===== src/rtl/uart_tx_arbiter_pkg.sv =====
`default_nettype none
// ============================================================================
// Module      : uart_pkg (package)
// Description : Shared types and constants for the UART TX arbiter slice.
//               - state_t        : arbiter FSM state (IDLE / OWN), 1 bit
//               - c_frame_width  : default UART data width
//               - c_max_req      : largest supported requester count
//               - c_ptr_w        : round-robin pointer / owner index width
//               - onehot_to_idx  : one-hot to binary index helper
// Revision    : 1.0 - initial release
// ============================================================================
package uart_pkg;

    typedef enum logic {
        IDLE = 1'b0,
        OWN  = 1'b1
    } state_t;

    localparam int c_frame_width = 8;
    localparam int c_max_req     = 8;
    localparam int c_ptr_w       = $clog2(c_max_req);

    // Binary index of the set bit in a one-hot vector (0 when no bit is set).
    function automatic logic [c_ptr_w-1:0] onehot_to_idx(input logic [c_max_req-1:0] oh);
        logic [c_ptr_w-1:0] idx;
        idx = '0;
        for (int i = 0; i < c_max_req; i++) begin
            if (oh[i]) begin
                idx = c_ptr_w'(i);
            end
        end
        return idx;
    endfunction

endpackage
`default_nettype wire


===== src/rtl/uart_tx_arbiter_rr_picker.sv =====
`default_nettype none
// ============================================================================
// Module      : rr_picker
// Description : Combinational round-robin picker. Returns the first set bit
//               of req searching upward from ptr, wrapping to bit 0.
// Ports       : req [NUM_REQ]  - request vector
//               ptr [c_ptr_w]  - search start position (< NUM_REQ)
//               win [NUM_REQ]  - one-hot winner, all-zero if no request
// Revision    : 1.0 - initial release
// ============================================================================
module rr_picker
    import uart_pkg::*;
#(
    parameter int NUM_REQ = 4
) (
    input  logic [NUM_REQ-1:0] req,
    input  logic [c_ptr_w-1:0] ptr,
    output logic [NUM_REQ-1:0] win
);

    logic [NUM_REQ-1:0] w_upper_mask;
    logic [NUM_REQ-1:0] w_upper_req;
    logic [NUM_REQ-1:0] w_search;

    // Requests at or above ptr take priority; if none exist the search wraps
    // and the lowest request overall wins. Lowest set bit is isolated with
    // x & -x.
    assign w_upper_mask = ~((NUM_REQ'(1) << ptr) - NUM_REQ'(1));
    assign w_upper_req  = req & w_upper_mask;
    assign w_search     = (|w_upper_req) ? w_upper_req : req;
    assign win          = w_search & (~w_search + NUM_REQ'(1));

endmodule
`default_nettype wire


===== src/rtl/uart_tx_arbiter.sv =====
`default_nettype none
// ============================================================================
// Module      : uart_tx_arbiter
// Description : Round-robin arbiter letting NUM_REQ packet sources share one
//               UART TX FIFO. A winner owns the FIFO until it transfers a
//               byte flagged req_last; no pre-emption.
// Ports       : clk, reset_n (async, active low)
//               req_valid/req_data/req_last/req_ready - requester side
//               wr_uart/w_data/tx_full                - UART TX FIFO side
//               grant, busy, timeout_err              - status
// Config      : UART_ARB_TIMEOUT_EN - when defined, an owner that keeps
//               req_valid low for TIMEOUT_CYCLES consecutive OWN cycles is
//               forcibly released and timeout_err pulses for one cycle.
// Revision    : 1.0 - initial release
// ============================================================================
module uart_tx_arbiter
    import uart_pkg::*;
#(
    parameter int NUM_REQ        = 4,
    parameter int FRAME_WIDTH    = c_frame_width,
    parameter int TIMEOUT_CYCLES = 1024
) (
    input  logic                           clk,
    input  logic                           reset_n,
    input  logic [NUM_REQ-1:0]             req_valid,
    input  logic [NUM_REQ*FRAME_WIDTH-1:0] req_data,
    input  logic [NUM_REQ-1:0]             req_last,
    output logic [NUM_REQ-1:0]             req_ready,
    output logic                           wr_uart,
    output logic [FRAME_WIDTH-1:0]         w_data,
    input  logic                           tx_full,
    output logic [NUM_REQ-1:0]             grant,
    output logic                           busy,
    output logic                           timeout_err
);

    state_t                 r_state;
    logic [c_ptr_w-1:0]     r_rr_ptr;
    logic [c_ptr_w-1:0]     r_owner;

    logic [NUM_REQ-1:0]     w_win;
    logic [c_max_req-1:0]   w_win_ext;
    logic [FRAME_WIDTH-1:0] w_owner_data;
    logic                   w_xfer;
    logic                   w_last_xfer;
    logic                   w_owner_idle;
    logic                   w_timeout;
    logic [c_ptr_w-1:0]     w_next_ptr;

    // Out-of-range configurations elaborate this empty marker block so the
    // condition is visible in elaboration reports.
    if (NUM_REQ < 2 || NUM_REQ > c_max_req || TIMEOUT_CYCLES < 2) begin : g_bad_config
    end

    rr_picker #(
        .NUM_REQ (NUM_REQ)
    ) u_rr_picker (
        .req (req_valid),
        .ptr (r_rr_ptr),
        .win (w_win)
    );

    always_comb begin
        w_win_ext                = '0;
        w_win_ext[NUM_REQ-1:0]   = w_win;
    end

    always_comb begin
        w_owner_data = '0;
        for (int i = 0; i < NUM_REQ; i++) begin
            if (grant[i]) begin
                w_owner_data = req_data[i*FRAME_WIDTH +: FRAME_WIDTH];
            end
        end
    end

    // grant is all-zero outside OWN, so masking by it alone gates req_ready.
    assign req_ready    = (r_state == OWN && !tx_full) ? grant : '0;
    assign w_xfer       = |(req_valid & req_ready);
    assign w_last_xfer  = |(req_valid & req_ready & req_last);
    assign w_owner_idle = ~|(req_valid & grant);
    assign wr_uart      = w_xfer;
    assign w_data       = w_xfer ? w_owner_data : '0;
    assign busy         = (r_state == OWN);
    assign w_next_ptr   = (r_owner == c_ptr_w'(NUM_REQ - 1)) ? '0 : r_owner + 1'b1;

`ifdef UART_ARB_TIMEOUT_EN
    localparam int c_to_w = $clog2(TIMEOUT_CYCLES);

    logic [c_to_w-1:0] r_idle_cnt;

    // Fires in the TIMEOUT_CYCLES-th consecutive cycle the owner is idle.
    assign w_timeout = (r_state == OWN) && w_owner_idle &&
                       (r_idle_cnt == c_to_w'(TIMEOUT_CYCLES - 1));

    // Any cycle that is not an idle OWN cycle (transfer, stall with valid
    // high, IDLE) breaks the run, so the counter restarts from zero.
    always_ff @(posedge clk or negedge reset_n) begin
        if (!reset_n) begin
            r_idle_cnt  <= '0;
            timeout_err <= 1'b0;
        end else begin
            timeout_err <= w_timeout;
            if (r_state == OWN && w_owner_idle && !w_timeout) begin
                r_idle_cnt <= r_idle_cnt + 1'b1;
            end else begin
                r_idle_cnt <= '0;
            end
        end
    end
`else
    assign w_timeout   = 1'b0;
    assign timeout_err = 1'b0;
`endif

    always_ff @(posedge clk or negedge reset_n) begin
        if (!reset_n) begin
            r_state  <= IDLE;
            grant    <= '0;
            r_rr_ptr <= '0;
            r_owner  <= '0;
        end else begin
            case (r_state)
                IDLE: begin
                    if (|req_valid) begin
                        grant   <= w_win;
                        r_owner <= onehot_to_idx(w_win_ext);
                        r_state <= OWN;
                    end
                end
                OWN: begin
                    if (w_last_xfer || w_timeout) begin
                        grant    <= '0;
                        r_rr_ptr <= w_next_ptr;
                        r_state  <= IDLE;
                    end
                end
                default: begin
                    grant   <= '0;
                    r_state <= IDLE;
                end
            endcase
        end
    end

endmodule
`default_nettype wire


===== config.mk =====
export PLATFORM = sky130hd
export DESIGN_NAME = uart_tx_arbiter
export DESIGN_NICKNAME = d
export VERILOG_FILES = /design/src/rtl/uart_tx_arbiter_pkg.sv /design/src/rtl/uart_tx_arbiter_rr_picker.sv /design/src/rtl/uart_tx_arbiter.sv
export SDC_FILE = /design/constraint.sdc
export NUM_CORES = 1
export LEC_CHECK = 0
export CORE_MARGIN = 3
export CORE_UTILIZATION = 35
export DETAILED_ROUTE_END_ITERATION = 16
export PLACE_DENSITY = 0.78
export SLEW_MARGIN = 20
export SYNTH_ARGS = -nofsm -noshare
export SYNTH_HDL_FRONTEND = slang
export SYNTH_SLANG_ARGS = --single-unit

===== constraint.sdc =====
create_clock -name clk -period 2.1 [get_ports clk]
set_clock_uncertainty 0.05 [all_clocks]
set_input_delay 0.42 -clock clk [delete_from_list [all_inputs] [get_ports clk]]
set_output_delay 0.42 -clock clk [all_outputs]
set_load 0.02 [all_outputs]

# After elaboration in Yosys (flattened, before gate mapping)

Cells that the tools add are included.

Bits in registers: 11
Input bits: 43
Output and inout port bits: 19
Logic and storage cells: 44

Add/sub/neg operators: 3
Eq/ne operators: 3
Shift-type cells: 1
Mux-type cells: 17
Bitwise gates (word level): 7
Reductions and logical operators: 9

Operator list:

| kind                                                                    | number |
|---|---|
| 8-bit two-way mux                                                       | 5 |
| 4-bit AND                                                               | 4 |
| 4-bit two-way mux                                                       | 4 |
| 4-bit OR reduction                                                      | 4 |
| 3-bit two-way mux                                                       | 3 |
| 4-bit inverter                                                          | 2 |
| 4-bit one-hot mux with 2 select lines                                   | 1 |
| 2-bit AND reduction                                                     | 3 |
| 4-bit by 1-bit adder with 4-bit output, second input constant           | 1 |
| 1-bit by 3-bit << shifter with 4-bit output, first input constant       | 1 |
| 4-bit by 2-bit subtractor with 4-bit output, second input constant      | 1 |
| 3-bit by 1-bit adder with 3-bit output, second input constant           | 1 |
| 3-bit by 2-bit == test with 1-bit output, second input constant         | 1 |
| 1-bit two-way mux                                                       | 3 |
| 2-bit by 1-bit inequality test with 1-bit output, second input constant | 1 |
| 2-bit inequality test, second input constant                            | 1 |
| 1-bit one-hot mux with 2 select lines                                   | 1 |
| 1-bit logical AND                                                       | 1 |
| 1-bit logical NOT                                                       | 1 |
| 1-bit inverter                                                          | 1 |

# Depth between registers and ports, before layout

Depth in word-level cells: 12
Gate-level depth with buffers: 7
Gate-level depth less buffers: 7

# Cells and area by module

A second synthesis with hierarchy kept.

Cell total of the unflattened synthesis: 126
Area, all modules: 1,042.2 µm²

Modules (own cells, without submodules):

| module          | times used | cells an instance | area an instance (µm²) | seq. area each (µm²) |
|---|---|---|---|---|
| uart_tx_arbiter | 1          | 103               | 874.6                  | 225.2 |
| rr_picker       | 1          | 23                | 167.7                  | 0.0 |

# Worst setup path before layout

Ideal clock, no wire load.

Path type: register to output
Start: register grant[1]
End: output w_data[0]
Arrival time: 1.534 ns
Data required time: 1.630 ns
Setup slack: 0.096 ns
Stages on the path, launching flop included: 5
Buffers on the path: 1
Cells stage by stage: dfrtp_1 -> clkbuf_1 -> a221oi_1 -> a211o_1 -> a21oi_1

Word-level cells in the longest chain between the ends: 4

Ends and longest elaborated chain:

| element                                                 | RTL line                                     | source |
|---|---|---|
| start, declared                                         | uart_tx_arbiter.sv:32                        | `output logic [NUM_REQ-1:0] grant,` |
| start signal, assigned                                  | uart_tx_arbiter.sv:126                       | `grant <= w_win;` |
| 4-bit two-way mux or 8-bit two-way mux (tied branches)  | uart_tx_arbiter.sv:78, uart_tx_arbiter.sv:71 |  |
| 4-bit AND or 8-bit two-way mux (tied branches)          | uart_tx_arbiter.sv:79, uart_tx_arbiter.sv:71 |  |
| 4-bit OR reduction or 8-bit two-way mux (tied branches) | uart_tx_arbiter.sv:79, uart_tx_arbiter.sv:71 |  |
| 8-bit two-way mux (*)                                   | uart_tx_arbiter.sv:83                        | `assign w_data = w_xfer ? w_owner_data : '0;` |
| end, declared                                           | uart_tx_arbiter.sv:30                        | `output logic [FRAME_WIDTH-1:0] w_data,` |

Mark *: on every way between the ends. The rest lies on a longest branch, timed or not.

# Worst setup path in the final report

Start: input req_valid[0]
End: output w_data[1]

Word-level cells in the longest chain between the ends: 3

Ends and longest elaborated chain:

| element            | RTL line              | source |
|---|---|---|
| start, declared    | uart_tx_arbiter.sv:25 | `input logic [NUM_REQ-1:0] req_valid,` |
| 4-bit AND          | uart_tx_arbiter.sv:79 | `assign w_xfer = \|(req_valid & req_ready);` |
| 4-bit OR reduction | uart_tx_arbiter.sv:79 |  |
| 8-bit two-way mux  | uart_tx_arbiter.sv:83 |  |

Every way passes these cells.

==> flow_summary.json <==
{
  "final_core_util_pct": 74.1,
  "synth.distinct_cells": 35,
  "synth_top_area_share_pct": 25.2,
  "required_ns": 1.63,
  "core_region_area_mm2": 0.00232,
  "grt_pass1_wl_um": 5290,
  "ioPinCount": 62,
  "crit_type": "primary input to output pin",
  "tritoncts": "built",
  "synth-seq-cells": 9,
  "wl_um": 3460,
  "status": "finished clean",
  "postRouteAntennaNets": 0,
  "cts_max_level": 1,
  "root_buffer": "clkbuf_4",
  "vdd_ir_drop_max_mv": 0.833,
  "drcViolationCount": 0,
  "hpwl_um": 2710,
  "power_leakage_uw": 0.000730,
  "grt_overflow": 0,
  "synth_flop_cell": "dfrtp_1",
  "ys_seq_area_share_pct": 25.2,
  "cts_sinks": 9,
  "cp-end-kind": "output pin",
  "fin_crit_sh_pct": 99.1,
  "syn_avg_cell_area_um2": 8.21,
  "max_freq_mhz": 480,
  "numCtsBuffers": 3,
  "rsz0062_at_grt": "true",
  "grt_pass1_vias": 1067,
  "report.final.slew_viol_count": 0,
  "fp-row-count": 17,
  "path_clk_slew_ns": 0.06,
  "min_period_ns": 2.08,
  "fin_nets": 228,
  "netlist_instances": 109,
  "power_uw": 1840,
  "synthesis.nets": 154,
  "maxCapViolCount": 0,
  "p_per_area_mw_per_mm2": 1070,
  "synth_edf_count": 0,
  "post_drt_wl_per_cell_um": 16.5,
  "cp.arrival_ns": 1.61,
  "start_util_pct": 38.6,
  "diodes": 0,
  "holdBufCountCts": 0,
  "syn2layout_area_growth_pct": 92.0,
  "viasPerCell": 5.52,
  "synth_area_um2": 895,
  "yosysWarnings": 0,
  "grt_max_degree": 21,
  "grt_use_total_pct": 21.2,
  "synth_top_area_cell": "dfrtp_1",
  "synth.top_cells.by_area": "dfrtp_1 25%, a211o_1 7.8%, a221oi_1 7.8%, a21oi_1 6.2%, nand2_1 5.0%",
  "drt-initial-drc-count": 33,
  "cp_max_fo": 5,
  "drive_above_1_share_pct": 30.2,
  "hp-class": "primary input to asynchronous set/reset pin",
  "grt_antenna_before_repair": 0,
  "setup_viol": 0,
  "finalHoldViolations": 0,
  "die_area_mm2": 0.00320,
  "io_buffers": 60,
  "die_h_um": 56.6,
  "clk_latency_ns": 0.25,
  "firstDrtPassIters": 4,
  "fillerInstances": 187,
  "die_width_um": 56.6,
  "max-clock-path-buffers": 2,
  "gp_congestion": 0.865,
  "vias": 1160,
  "ys_async_sr_fraction_pct": 100,
  "start_kind": "primary input"
}
-- cell type report --
class	instances	area, um^2	area share [%]
Tap cell	28	35.0	2.04
Clock buffer	4	26.3	1.53
Timing Repair Buffer	75	703	40.9
Inverter	11	41.3	2.40
Sequential cell	9	228	13.3
Multi-Input combinational cell	83	684	39.8
-- cells in the mapped netlist, drive strengths merged (2+ instances only) --
cell / number
nand2: 12
inv: 11
nor2b: 2
a32o: 2
nor3b: 2
o2bb2ai: 2
nor2: 3
and2: 4
ha: 2
a21oi: 11
nand3: 4
dfrtp: 9
buf: 2
a22o: 2
a211o: 8
a22oi: 3
clkbuf: 5
nand2b: 2
mux2: 2
a221oi: 8
-- cell usage in the layout, fill, tap and decap left out, types with 2 or more instances in the layout --
cell             instances
ha_1                     2
a211o_1                  8
clkbuf_4                 3
nand2_1                 10
buf_4                   19
nand3_1                  4
nand2_2                  2
a221oi_2                 2
a21oi_2                  8
a32o_1                   2
nand2b_1                 2
inv_1                   11
a22o_1                   2
a22oi_2                  2
o2bb2ai_1                2
and2_1                   4
nor2b_1                  2
dfrtp_2                  2
a221oi_1                 6
clkbuf_2                 5
clkdlybuf4s50_1         46
mux2_2                   2
buf_6                    2
buf_12                   2
dfrtp_1                  7
a21oi_1                  3
nor2_1                   2
-- path summary, 6_finish.rpt --
check                                   startpoint                      end  slack [ns]  depth (start not counted)
setup / recovery                      req_valid[0]                w_data[1]        0.02                          7
hold / removal                             reset_n     grant[0]$_DFFE_PN0P_        0.41                          1
setup reg to reg           r_rr_ptr[1]$_DFFE_PN0P_   r_owner[0]$_DFFE_PN0P_        0.08                          6
hold reg to reg             r_owner[1]$_DFFE_PN0P_   r_owner[1]$_DFFE_PN0P_        0.47                          1
max in group asynchronous                  reset_n  r_rr_ptr[1]$_DFFE_PN0P_        1.28                          1
min in group clk            r_owner[1]$_DFFE_PN0P_   r_owner[1]$_DFFE_PN0P_        0.47                          1
-- sequential cells by signal, summed over array words and instances, names as in the netlist --
signal / flops
r_owner: 2
grant: 4
r_rr_ptr: 2
busy: 1
-- per-stage QoR --
stage / cells / TNS (ns) / cell area [um^2] / setup WS [ns] / hold WS (ns)
final: 210 / 0 / 1720 / 0.0182 / 0.411
after global routing: 210 / -0.158 / 1720 / -0.0519 / 0.422
after CTS: 208 / -0.112 / 1620 / -0.0718 / 0.414
after detailed placement: 204 / -4.76 / 1630 / -0.458 / 0.452
after global placement: 204 / -4.51 / 1630 / -0.428 / 0.457
after floorplan: 109 / 0 / 895 / 0.0957 / 0.0744
-- kinds of logic after synthesis --
logic type | after synthesis | synth area share, %
buf+inv | 18 | 8.11
fa+ha+maj | 2 | 2.80
simple gates | 35 | 22.0
flops | 9 | 25.2
mux | 2 | 2.52
other cells | 1 | 0.419
compound gates | 42 | 39.0
-- what timing repair did --
item	4_1_cts	5_1_grt
endpoints found under the setup margin	13	18
buffers inserted	0	1
cloned	0	1
resized for setup	37	41
pin swaps	0	17
endpoints found under the hold margin	0	0
-- critical path, stage by stage --
cell and delay, ns:
clkdlybuf4s50_1 0.50, a22oi_2 0.09, nand2_2 0.12, nand2_4 0.09, buf_4 0.15, a21oi_2 0.12
buf_6 0.13
-- layer usage --
metal,share of wire [%],vias to the layer above,track usage (%)
li1,-,560,-
met1,44,564,27.5
met2,51,32,37.1
met3,4.1,4,2.53
met4,0.78,0,5.08
met5,0,-,0
-- power breakdown --
part,switching [uW],internal [uW]
Combinational,714,669
Sequential,85.3,248
Clock,53.8,72.8
Total,854,990
(Power assumes the default switching activity.)
